$ cat config.mk
export PLATFORM = sky130hd
export DESIGN_NAME = fifo_wr_frontend_flat
export DESIGN_NICKNAME = d
export VERILOG_FILES = /design/src/rtl/fifo_wr_frontend_if.sv /design/src/rtl/fifo_wr_frontend.sv /design/src/flat_wrapper.sv
export SDC_FILE = /design/constraint.sdc
export NUM_CORES = 1
export LEC_CHECK = 0
export BUFFER_PORTS_ARGS = -buffer_cell sky130_fd_sc_hd__buf_2
export CAP_MARGIN = 20
export CORE_ASPECT_RATIO = 1.4
export CORE_MARGIN = 8
export CORE_UTILIZATION = 55
export DETAILED_ROUTE_END_ITERATION = 10
export PLACE_DENSITY = 0.86
export REMOVE_ABC_BUFFERS = 1
export SLEW_MARGIN = 25
export SYNTH_ARGS = -nofsm -noshare
export SYNTH_HDL_FRONTEND = slang
export SYNTH_SLANG_ARGS = --single-unit
$ cat constraint.sdc
create_clock -name aclk -period 7 [get_ports aclk]
set_input_delay 0.7 -clock aclk [delete_from_list [all_inputs] [get_ports aclk]]
set_output_delay 0.7 -clock aclk [all_outputs]
set_load 0.005 [all_outputs]
$ cat src/rtl/fifo_wr_frontend_if.sv
// Write-side bundle of the dual-clock FIFO front end: upstream stream, FIFO full flag,
// RAM write port and packet statistics.
interface fifo_wr_frontend_if #(
    parameter int PTR_WIDTH  = 8,
    parameter int DATA_WIDTH = 32,
    parameter int CNT_WIDTH  = 16
);
    logic                  s_valid;
    logic                  s_ready;
    logic [DATA_WIDTH-1:0] s_data;
    logic                  s_last;
    logic                  oflow;
    logic                  data_wr;
    logic                  mem_we;
    logic [PTR_WIDTH-1:0]  mem_addr;
    logic [DATA_WIDTH-1:0] mem_wdata;
    logic [CNT_WIDTH-1:0]  pkt_count;
    logic [CNT_WIDTH-1:0]  drop_count;

    modport master (
        output s_valid, s_data, s_last, oflow,
        input  s_ready, data_wr, mem_we, mem_addr, mem_wdata, pkt_count, drop_count
    );

    modport slave (
        input  s_valid, s_data, s_last, oflow,
        output s_ready, data_wr, mem_we, mem_addr, mem_wdata, pkt_count, drop_count
    );
endinterface

$ cat src/rtl/fifo_wr_frontend.sv
// Write-clock-domain front end of the dual-clock FIFO: 2-entry skid buffer feeding the RAM
// write port, with optional truncation of packets that hit a full FIFO.
module fifo_wr_frontend #(
    parameter int PTR_WIDTH    = 8,
    parameter int DATA_WIDTH   = 32,
    parameter int CNT_WIDTH    = 16,
    parameter int DROP_ON_FULL = 0
) (
    input logic              aclk,
    input logic              aresetn,
    fifo_wr_frontend_if.slave bus
);

    typedef enum logic [1:0] {
        ST_SOP  = 2'd0,
        ST_MID  = 2'd1,
        ST_DROP = 2'd2
    } state_t;

    state_t                r_state;
    state_t                w_state_nxt;
    logic [1:0]            r_count;
    logic [1:0]            w_count_nxt;
    logic [DATA_WIDTH-1:0] r_head;
    logic [DATA_WIDTH-1:0] r_tail;
    logic [PTR_WIDTH-1:0]  r_wr_addr;
    logic                  r_s_ready;
    logic [CNT_WIDTH-1:0]  r_pkt_cnt;
    logic [CNT_WIDTH-1:0]  r_drop_cnt;

    logic w_push;
    logic w_pop;
    logic w_full_discard;
    logic w_discard;
    logic w_keep;
    logic w_pkt_inc;
    logic w_drop_inc;
    logic w_to_tail;

    function automatic logic [CNT_WIDTH-1:0] sat_inc(input logic [CNT_WIDTH-1:0] v);
        return (&v) ? v : v + {{(CNT_WIDTH-1){1'b0}}, 1'b1};
    endfunction

    assign w_push = bus.s_valid & r_s_ready;
    assign w_pop  = (r_count != 2'd0) & ~bus.oflow;

    // Only reachable in truncation mode: in back-pressure mode s_ready is low whenever count==2.
    assign w_full_discard = (DROP_ON_FULL != 0) && (r_count == 2'd2) && !w_pop;

    always_comb begin
        w_state_nxt = r_state;
        w_discard   = 1'b0;
        w_pkt_inc   = 1'b0;
        w_drop_inc  = 1'b0;
        case (r_state)
            ST_SOP, ST_MID: begin
                if (w_push) begin
                    if (w_full_discard) begin
                        w_discard   = 1'b1;
                        w_drop_inc  = 1'b1;
                        w_state_nxt = bus.s_last ? ST_SOP : ST_DROP;
                    end else begin
                        w_pkt_inc   = bus.s_last;
                        w_state_nxt = bus.s_last ? ST_SOP : ST_MID;
                    end
                end
            end
            ST_DROP: begin
                if (w_push) begin
                    w_discard = 1'b1;
                    if (bus.s_last) begin
                        w_state_nxt = ST_SOP;
                    end
                end
            end
            default: w_state_nxt = ST_SOP;
        endcase
    end

    assign w_keep      = w_push & ~w_discard;
    assign w_count_nxt = r_count + {1'b0, w_keep} - {1'b0, w_pop};
    // A kept beat lands behind whatever survives this cycle's pop.
    assign w_to_tail   = (r_count == 2'd1) ? ~w_pop : (r_count == 2'd2);

    always_ff @(posedge aclk or negedge aresetn) begin
        if (!aresetn) begin
            r_state    <= ST_SOP;
            r_count    <= 2'd0;
            r_wr_addr  <= '0;
            r_s_ready  <= 1'b0;
            r_pkt_cnt  <= '0;
            r_drop_cnt <= '0;
        end else begin
            r_state   <= w_state_nxt;
            r_count   <= w_count_nxt;
            r_s_ready <= (DROP_ON_FULL != 0) ? 1'b1 : (w_count_nxt <= 2'd1);
            if (w_pop) begin
                r_wr_addr <= r_wr_addr + {{(PTR_WIDTH-1){1'b0}}, 1'b1};
            end
            if (w_pkt_inc) begin
                r_pkt_cnt <= sat_inc(r_pkt_cnt);
            end
            if (w_drop_inc) begin
                r_drop_cnt <= sat_inc(r_drop_cnt);
            end
        end
    end

    always_ff @(posedge aclk) begin
        if (w_pop) begin
            r_head <= r_tail;
        end
        if (w_keep) begin
            if (w_to_tail) begin
                r_tail <= bus.s_data;
            end else begin
                r_head <= bus.s_data;
            end
        end
    end

    assign bus.s_ready    = r_s_ready;
    assign bus.mem_we     = w_pop;
    assign bus.data_wr    = w_pop;
    assign bus.mem_addr   = r_wr_addr;
    // Gated so the unreset data registers never reach the RAM bus during reset.
    assign bus.mem_wdata  = w_pop ? r_head : '0;
    assign bus.pkt_count  = r_pkt_cnt;
    assign bus.drop_count = r_drop_cnt;

endmodule

$ cat src/flat_wrapper.sv
// flat-port wrapper written by rule: the top's interface ports become plain ports
module fifo_wr_frontend_flat 
#(
    parameter int PTR_WIDTH    = 8,
    parameter int DATA_WIDTH   = 32,
    parameter int CNT_WIDTH    = 16,
    parameter int DROP_ON_FULL = 0
)
  (aclk, aresetn, bus_s_valid, bus_s_data, bus_s_last, bus_oflow, bus_s_ready, bus_data_wr, bus_mem_we, bus_mem_addr, bus_mem_wdata, bus_pkt_count, bus_drop_count);
  fifo_wr_frontend_if #(.PTR_WIDTH(PTR_WIDTH), .DATA_WIDTH(DATA_WIDTH), .CNT_WIDTH(CNT_WIDTH)) bus_i ();
  input logic aclk;
  input logic aresetn;
  input wire logic [$bits(bus_i.s_valid)-1:0] bus_s_valid;
  input wire logic [$bits(bus_i.s_data)-1:0] bus_s_data;
  input wire logic [$bits(bus_i.s_last)-1:0] bus_s_last;
  input wire logic [$bits(bus_i.oflow)-1:0] bus_oflow;
  output wire logic [$bits(bus_i.s_ready)-1:0] bus_s_ready;
  output wire logic [$bits(bus_i.data_wr)-1:0] bus_data_wr;
  output wire logic [$bits(bus_i.mem_we)-1:0] bus_mem_we;
  output wire logic [$bits(bus_i.mem_addr)-1:0] bus_mem_addr;
  output wire logic [$bits(bus_i.mem_wdata)-1:0] bus_mem_wdata;
  output wire logic [$bits(bus_i.pkt_count)-1:0] bus_pkt_count;
  output wire logic [$bits(bus_i.drop_count)-1:0] bus_drop_count;
  assign bus_i.s_valid = bus_s_valid;
  assign bus_i.s_data = bus_s_data;
  assign bus_i.s_last = bus_s_last;
  assign bus_i.oflow = bus_oflow;
  assign bus_s_ready = bus_i.s_ready;
  assign bus_data_wr = bus_i.data_wr;
  assign bus_mem_we = bus_i.mem_we;
  assign bus_mem_addr = bus_i.mem_addr;
  assign bus_mem_wdata = bus_i.mem_wdata;
  assign bus_pkt_count = bus_i.pkt_count;
  assign bus_drop_count = bus_i.drop_count;
  fifo_wr_frontend #(.PTR_WIDTH(PTR_WIDTH), .DATA_WIDTH(DATA_WIDTH), .CNT_WIDTH(CNT_WIDTH), .DROP_ON_FULL(DROP_ON_FULL)) u_core (.aclk(aclk), .aresetn(aresetn), .bus(bus_i));
endmodule
==> results.md, run 1 <==
- Max-cap viol count: 0
- Critical path startpoint category: flop
- Power Dens Cells: 379 nW/µm²
- Root Buffer: clkbuf_8
- Slew Viols, Final: 0
- Xor/xnor share of the synthesized area: 0.0544
- Post-Syn Instances: 368
- Filler Cell Count: 566
- Flops & latches, synth: 91
- Compound-Gate Fraction of Synth Area: 0.0595
- Layout area overhead: 18.6%
- Total Wirelength: 8570 µm
- Starting DRT DRC Count: 144
- Switching power: 0.000586 W
- Drt pass-1 iters: 4
- Reg2Reg Capture Point: u_core.r_count[1]
- H-tree Lvls: 3
- RR Startpoint: u_core.r_count[1]
- Vias/cell: 5.27
- Initial antenna violation count: 0
- Largest stage delay on the critical path: 0.75 ns
- Mean Syn Cell Area: 10.5 µm²
- Most common cell after layout, fill and taps aside: buf_2
- Wirelength per Cell: 15.3 µm
- Largest net degree at the start of global routing: 73
- Netlist Area Pre-Place: 3870 µm²
- Static Leak: 2.15 nW
- Final Hold Viols: 0
- Cell count after placement: 544
- Worst-path maximum fanout: 72
- # rows: 36
- FF-to-FF setup slack: 3.85 ns
- P_int: 0.00115 W
- Main combinational cell family by area after synthesis: simple AND/OR/NAND/NOR gates
- Gate power share: 0.315
- # IOs: 112
- HPWL after DPL: 6000 µm
- First-pass GRT wire length: 14200 µm
- Placed Area: 4390 µm²
- YS warnings: 0
- Adder-cell share of the synthesized area: 0.0129
- Req. time, crit path: 6.30 ns
- Clock group share of total power: 0.201
- Layout Skew: 0.00626 ns
- ANT nets after route: 0
- DR vias: 2950
- Cts hold-fix bufs: 0
- Status: complete, no violations
- Nets: 501
- Post-Synth Simple-Gate Area: 0.227
- Reg power frac: 0.483
- Die footprint: 10000 µm²
- Worst-Margin Slew: 0.817 ns
- Vias in the first global route: 2995
- Critical path endpoint category: output pin
- Die width: 86.9 µm
- Final setup viols: 0
- Layout cells sized above 1: 0.269
- Reg2reg path depth: 9
- Unrepaired setup endpoints after global routing: false
- CTS tree: built
- Core outline area: 6890 µm²
- DRC violation count after routing: 0
- Grt ovf: 0
- Worst VDD drop: 0.191 mV
- PostCTS Resize Cnt: 0
- Worst path cell trace: o21bai_2 -> buf_4 -> clkinv_2 -> and2_1 -> buf_2
- Crit path kind: reg -> out
- Fin Hold WS: 0.345 ns
- CP arrival: 2.66 ns
- Net Sw Frac: 0.337
- Num CTS Buffers: 9
- Pre-CTS WS: 3.83 ns
- Cell variety after synth: 35
- Initial Util: 0.561
- Routability cong.: 0.727
- Quantity of I/O buffers inserted on ports: 95
- GRT Overall Usage: 0.177
- Non-Filler Instances: 560
- Rel. slew slack: 0.454
- Die H: 115 µm
- Ant. Diodes: 0
- Clk_lat worst skew: 0.35 ns
- Clock sink count: 91
- CTS clk-pin slew, worst paths: 0.09 ns
- Post-route cell area: 4590 µm²
- Sequential cell area fraction in the yosys report: 0.589
- Fmax: 298 MHz
- Slowest cell on crit path: clkinv_2
- Post-CTS setup buffer count: 0
- HP Class: in -> async
- Clock Tree Buf Depth: 2
- Final worst setup slack: 3.64 ns
- Final Cycle Share: 0.480
- Post-synthesis mux area share: 0.00388
- Sum Neg Setup Slack: 0 ns
- Commonest non-fill, non-tap cells in the layout: 95 x buf_2, 71 x nand2_1, 36 x nor2_1
- Tmin final: 3.36 ns
-- registers in the layout (all words and copies together), names as in the netlist --
register / flops
u_core.bus.pkt_count: 16
u_core.r_head: 32
u_core.bus.s_ready: 1
u_core.r_tail: 32
u_core.bus.mem_addr: 8
u_core.r_count: 2
-- critical path: cells and delay by family, from the launching register on --
| kind | cells | cell delay, ns |
|---|---|---|
| flops | 1 | 0.43 |
| buf+inv | 3 | 1.25 |
| simple gates | 1 | 0.45 |
| compound gates | 1 | 0.14 |
-- how the worst max path moves through the flow --
stage                           start           endpoint  slack, ns  cells past startpoint
floorplan           u_core.r_count[1]  u_core.r_count[1]       3.25                      8
global placement            bus_oflow  bus_mem_wdata[12]       3.93                      6
detailed placement          bus_oflow  u_core.r_count[1]       3.83                     10
CTS                         bus_oflow  bus_mem_wdata[12]       3.87                      6
global route        u_core.r_count[1]  bus_mem_wdata[25]       3.44                      5
finish              u_core.r_count[1]  bus_mem_wdata[12]       3.64                      5
-- synth_stat cells (all sizes together) --
master | count | area (µm²)
a2111o | 1 | 11.3
a21boi | 1 | 7.51
a31oi | 32 | 200
and2 | 33 | 206
and3 | 1 | 6.26
and4 | 3 | 26.3
buf | 17 | 128
clkbuf | 16 | 60.1
clkinv | 1 | 3.75
conb | 1 | 3.75
dfrtp | 27 | 676
dfxtp | 32 | 641
edfxtp | 32 | 961
ha | 4 | 50.1
inv | 3 | 11.3
mux2 | 1 | 15.0
nand2 | 71 | 267
nand2b | 1 | 6.26
nand3 | 10 | 50.1
nand3b | 1 | 7.51
nand4 | 7 | 58.8
nor2 | 37 | 141
nor3 | 2 | 10.0
nor3b | 2 | 15.0
nor4 | 2 | 27.5
nor4b | 3 | 38.8
o21bai | 1 | 11.3
or3 | 2 | 17.5
xnor2 | 12 | 105
xor2 | 12 | 105
-- power groups by stage --
stage                     Combinational (W)  Sequential (W)  Clock, W
after CTS                          0.000559        0.000839  0.000359
final                              0.000548        0.000841  0.000350
after detailed placement           0.000554        0.000849         0
after global routing               0.000623        0.000861  0.000382
after floorplan                    0.000338        0.000828         0
after global placement             0.000518        0.000843         0
-- stage by stage --
step | util | total power [W]
after global placement | 0.633 | 0.00136
after floorplan | - | 0.00117
after global routing | 0.666 | 0.00187
after CTS | 0.666 | 0.00176
final | 0.666 | 0.00174
after detailed placement | 0.637 | 0.00140
-- final cells by class --
type | instances | area, µm² | area share
Tap cell | 95 | 119 | 0.0259
Multi-Input combinational cell | 255 | 1460 | 0.318
Timing Repair Buffer | 99 | 520 | 0.113
Sequential cell | 91 | 2280 | 0.496
Clock buffer | 11 | 141 | 0.0308
Inverter | 4 | 16.3 | 0.00355
Clock inverter | 5 | 53.8 | 0.0117
-- per-layer routing --
layer / vias up / wire [µm] / GRT usage / part of all wire
li1: 1407 / - / - / -
met4: 0 / 87 / 0.0796 / 0.010
met1: 1422 / 3610 / 0.214 / 0.42
met3: 10 / 672 / 0.0443 / 0.078
met5: - / 0 / 0 / 0
met2: 111 / 4200 / 0.290 / 0.49
-- cells by family after synthesis --
logic type	count (synthesis)
AO/OA/AOI/OAI	35
XOR/XNOR	24
adder cells (fa/ha/maj)	4
buffers and inverters	37
flip-flops	91
multiplexers	1
other	1
AND/OR/NAND/NOR	175
Note: power is estimated with default switching activity, not from simulation.
==> run 2, diff against run 1 <==
--- a/config.mk
+++ b/config.mk
@@ -9,9 +9,9 @@
 export CAP_MARGIN = 20
 export CORE_ASPECT_RATIO = 1.4
 export CORE_MARGIN = 8
-export CORE_UTILIZATION = 55
+export CORE_UTILIZATION = 47
 export DETAILED_ROUTE_END_ITERATION = 10
-export PLACE_DENSITY = 0.86
+export PLACE_DENSITY = 0.78
 export REMOVE_ABC_BUFFERS = 1
 export SLEW_MARGIN = 25
 export SYNTH_ARGS = -nofsm -noshare
==> constraint.sdc (replaced) <==
create_clock -name aclk -period 2.9 [get_ports aclk]
set_input_delay 0.29 -clock aclk [delete_from_list [all_inputs] [get_ports aclk]]
set_output_delay 0.29 -clock aclk [all_outputs]
set_load 0.005 [all_outputs]
==> run 2 against run 1 <==
Against the previous run: non-clock buffer count up 2; clock power rose to 3.2 times the previous value; setup slack worse by 2.9 ns; total power rose to 2.6 times the previous value; combinational power up 140%; via count down 2.4%; clock skew down 0.0015 ns; utilization down 8.5 points; wire length down 0.81%; die area up 14%; first-iteration DRC count down 2.8%.
==> results.md, run 2 (same netlist as run 1, synthesis figures left out) <==
- Drt pass-1 iters: 4 (unchanged)
- Routability cong.: 0.767 (+5.5%)
- Reg2Reg Capture Point: u_core.r_head[20]
- FF-to-FF setup slack: 0.99 ns (-2.86 ns)
- Initial Util: 0.477 (-0.0837)
- Static Leak: 2.20 nW (+2.0%)
- DRC violation count after routing: 0 (unchanged)
- Critical Path End: bus_mem_wdata[22]
- Slew Viols, Final: 0 (unchanged)
- Starting DRT DRC Count: 140 (-2.8%)
- Layout cells sized above 1: 0.263 (-0.00543)
- Die footprint: 11400 µm² (+14%)
- RR Startpoint: u_core.r_count[1]
- Pwr Total: 0.00447 W (+160%)
- Total Wirelength: 8500 µm (-0.81%)
- Initial antenna violation count: 0 (unchanged)
- Num CTS Buffers: 9 (unchanged)
- Layout Skew: 0.00478 ns (-0.00148 ns)
- Worst VDD drop: 0.438 mV (+130%)
- ANT nets after route: 0 (unchanged)
- # IOs: 112 (unchanged)
- Critical path startpoint category: flop
- Max-cap viol count: 0 (unchanged)
- CTS clk-pin slew, worst paths: 0.06 ns (-0.03 ns)
- HP Class: in -> reg
- Fin Hold WS: 0.142 ns (-0.203 ns)
- Quantity of I/O buffers inserted on ports: 95 (unchanged)
- Final Hold Viols: 0 (unchanged)
- H-tree Lvls: 3 (unchanged)
- Critical path endpoint category: output pin
- Status: complete, no violations
- Worst-path maximum fanout: 56 (-22%)
- Core outline area: 8100 µm² (+18%)
- Layer with the highest usage: met2
- Clock Tree Buf Depth: 2 (unchanged)
- Layout area overhead: 21.6%
- Reg2reg path depth: 5 (-4)
- CTS tree: built
- Final Cycle Share: 0.749
- Clk_lat worst skew: 0.34 ns (about the same)
- Root Buffer: clkbuf_16
- Met3 Resource Use GR: 0.0693 (+0.0249)
- Cell count after placement: 552 (+1.5%)
- Fmax: 460 MHz
- Crit path from: u_core.r_count[1]
- Worst-Margin Slew: 0.648 ns (-0.169 ns)
- Rel. slew slack: 0.568 (+0.113)
- Non-Filler Instances: 570 (+1.8%)
- GRT Overall Usage: 0.152 (-0.0254)
- Tmin final: 2.17 ns
- Die width: 92.7 µm (+6.7%)
- GRT met2 Usage: 0.249 (-0.0414)
- Largest net degree at the start of global routing: 57 (-22%)
- Req. time, crit path: 2.61 ns (-3.69 ns)
- Vias in the first global route: 2902 (-3.1%)
- First-pass GRT wire length: 13700 µm (-3.6%)
- Clock sink count: 91 (unchanged)
- Commonest non-fill, non-tap cells in the layout: 95 x buf_2, 71 x nand2_1, 36 x nor2_1
- DR vias: 2878 (-2.4%)
- # rows: 39 (+8.3%)
- Unrepaired setup endpoints after global routing: false
- PostCTS Resize Cnt: 0 (unchanged)
- Grt ovf: 0 (unchanged)
- Final setup viols: 0 (unchanged)
- Power Dens Cells: 950 nW/µm² (+150%)
- HPWL after DPL: 6030 µm (+0.52%)
- Nets: 503 (+0.40%)
- Vias/cell: 5.05 (-4.2%)
- Wirelength per Cell: 14.9 µm (-2.5%)
- Met1 Track Usage GR: 0.171 (-0.0431)
- Die H: 123 µm (+7.0%)
- Crit path kind: reg -> out
- Most common cell after layout, fill and taps aside: buf_2
- CP arrival: 1.88 ns (-0.78 ns)
[run 2: layer usage]
metal  vias to the layer above  part of all wire
met5                         -                 0
li1                       1403                 -
met1                      1353              0.41
met3                        11             0.094
met2                       111              0.48
met4                         0             0.015
[run 2: how the worst min path moves through the flow]
| stage | from | to | slack [ns] | depth (start not counted) |
|---|---|---|---|---|
| after floorplan | aresetn | u_core.bus.mem_addr[0] | -0.006 | 0 |
| after global placement | aresetn | u_core.bus.mem_addr[4] | 0.33 | 1 |
| after detailed placement | aresetn | u_core.bus.mem_addr[4] | 0.34 | 1 |
| after CTS | bus_s_data[13] | u_core.r_tail[13] | 0.13 | 1 |
| after global routing | bus_s_data[26] | u_core.r_tail[26] | 0.12 | 1 |
| final | bus_s_data[13] | u_core.r_tail[13] | 0.14 | 1 |
[run 2: worst max-delay path, cell delays in order (launching register included)]
cell and delay [ns]:
dfrtp_1 0.43, o21bai_4 0.09, inv_2 0.20, buf_4 0.46
and2_1 0.21, buf_2 0.12
[run 2: repair_timing]
action | 4_1_cts | 5_1_grt
hold buffers | 1 | 0
endpoints found under the hold margin | 27 | 0
buffers inserted | 0 | 0
[run 2: layout make-up]
type                    instances  area (µm²)
multi-input cells             255        1470
well taps                     102         128
inverters                       4        15.0
repair buffers                101         523
clock inverters                 2        35.0
flip-flops and latches         91        2280
fillers                       736        3400
clock buffers                  14         254
diodes                          1        2.50
[run 2: through the flow]
stage	setup TNS, ns	instance area [µm²]	worst slack, ns	utilization
after floorplan	-28.59	3740	-0.851	-
after global placement	0	4400	0.975	0.543
after detailed placement	0	4400	0.943	0.543
after CTS	0	4700	0.694	0.580
after global routing	0	4700	0.558	0.580
final	0	4700	0.727	0.580
[run 2: report_power, final]
part / total (W) / switching, W / leakage, nW / internal [W]
sequential: 0.00203 / 0.000259 / 0.915 / 0.00177
combinational: 0.00130 / 0.000710 / 1.14 / 0.000594
clock: 0.00113 / 0.000441 / 0.141 / 0.000691
total: 0.00447 / 0.00141 / 2.20 / 0.00306
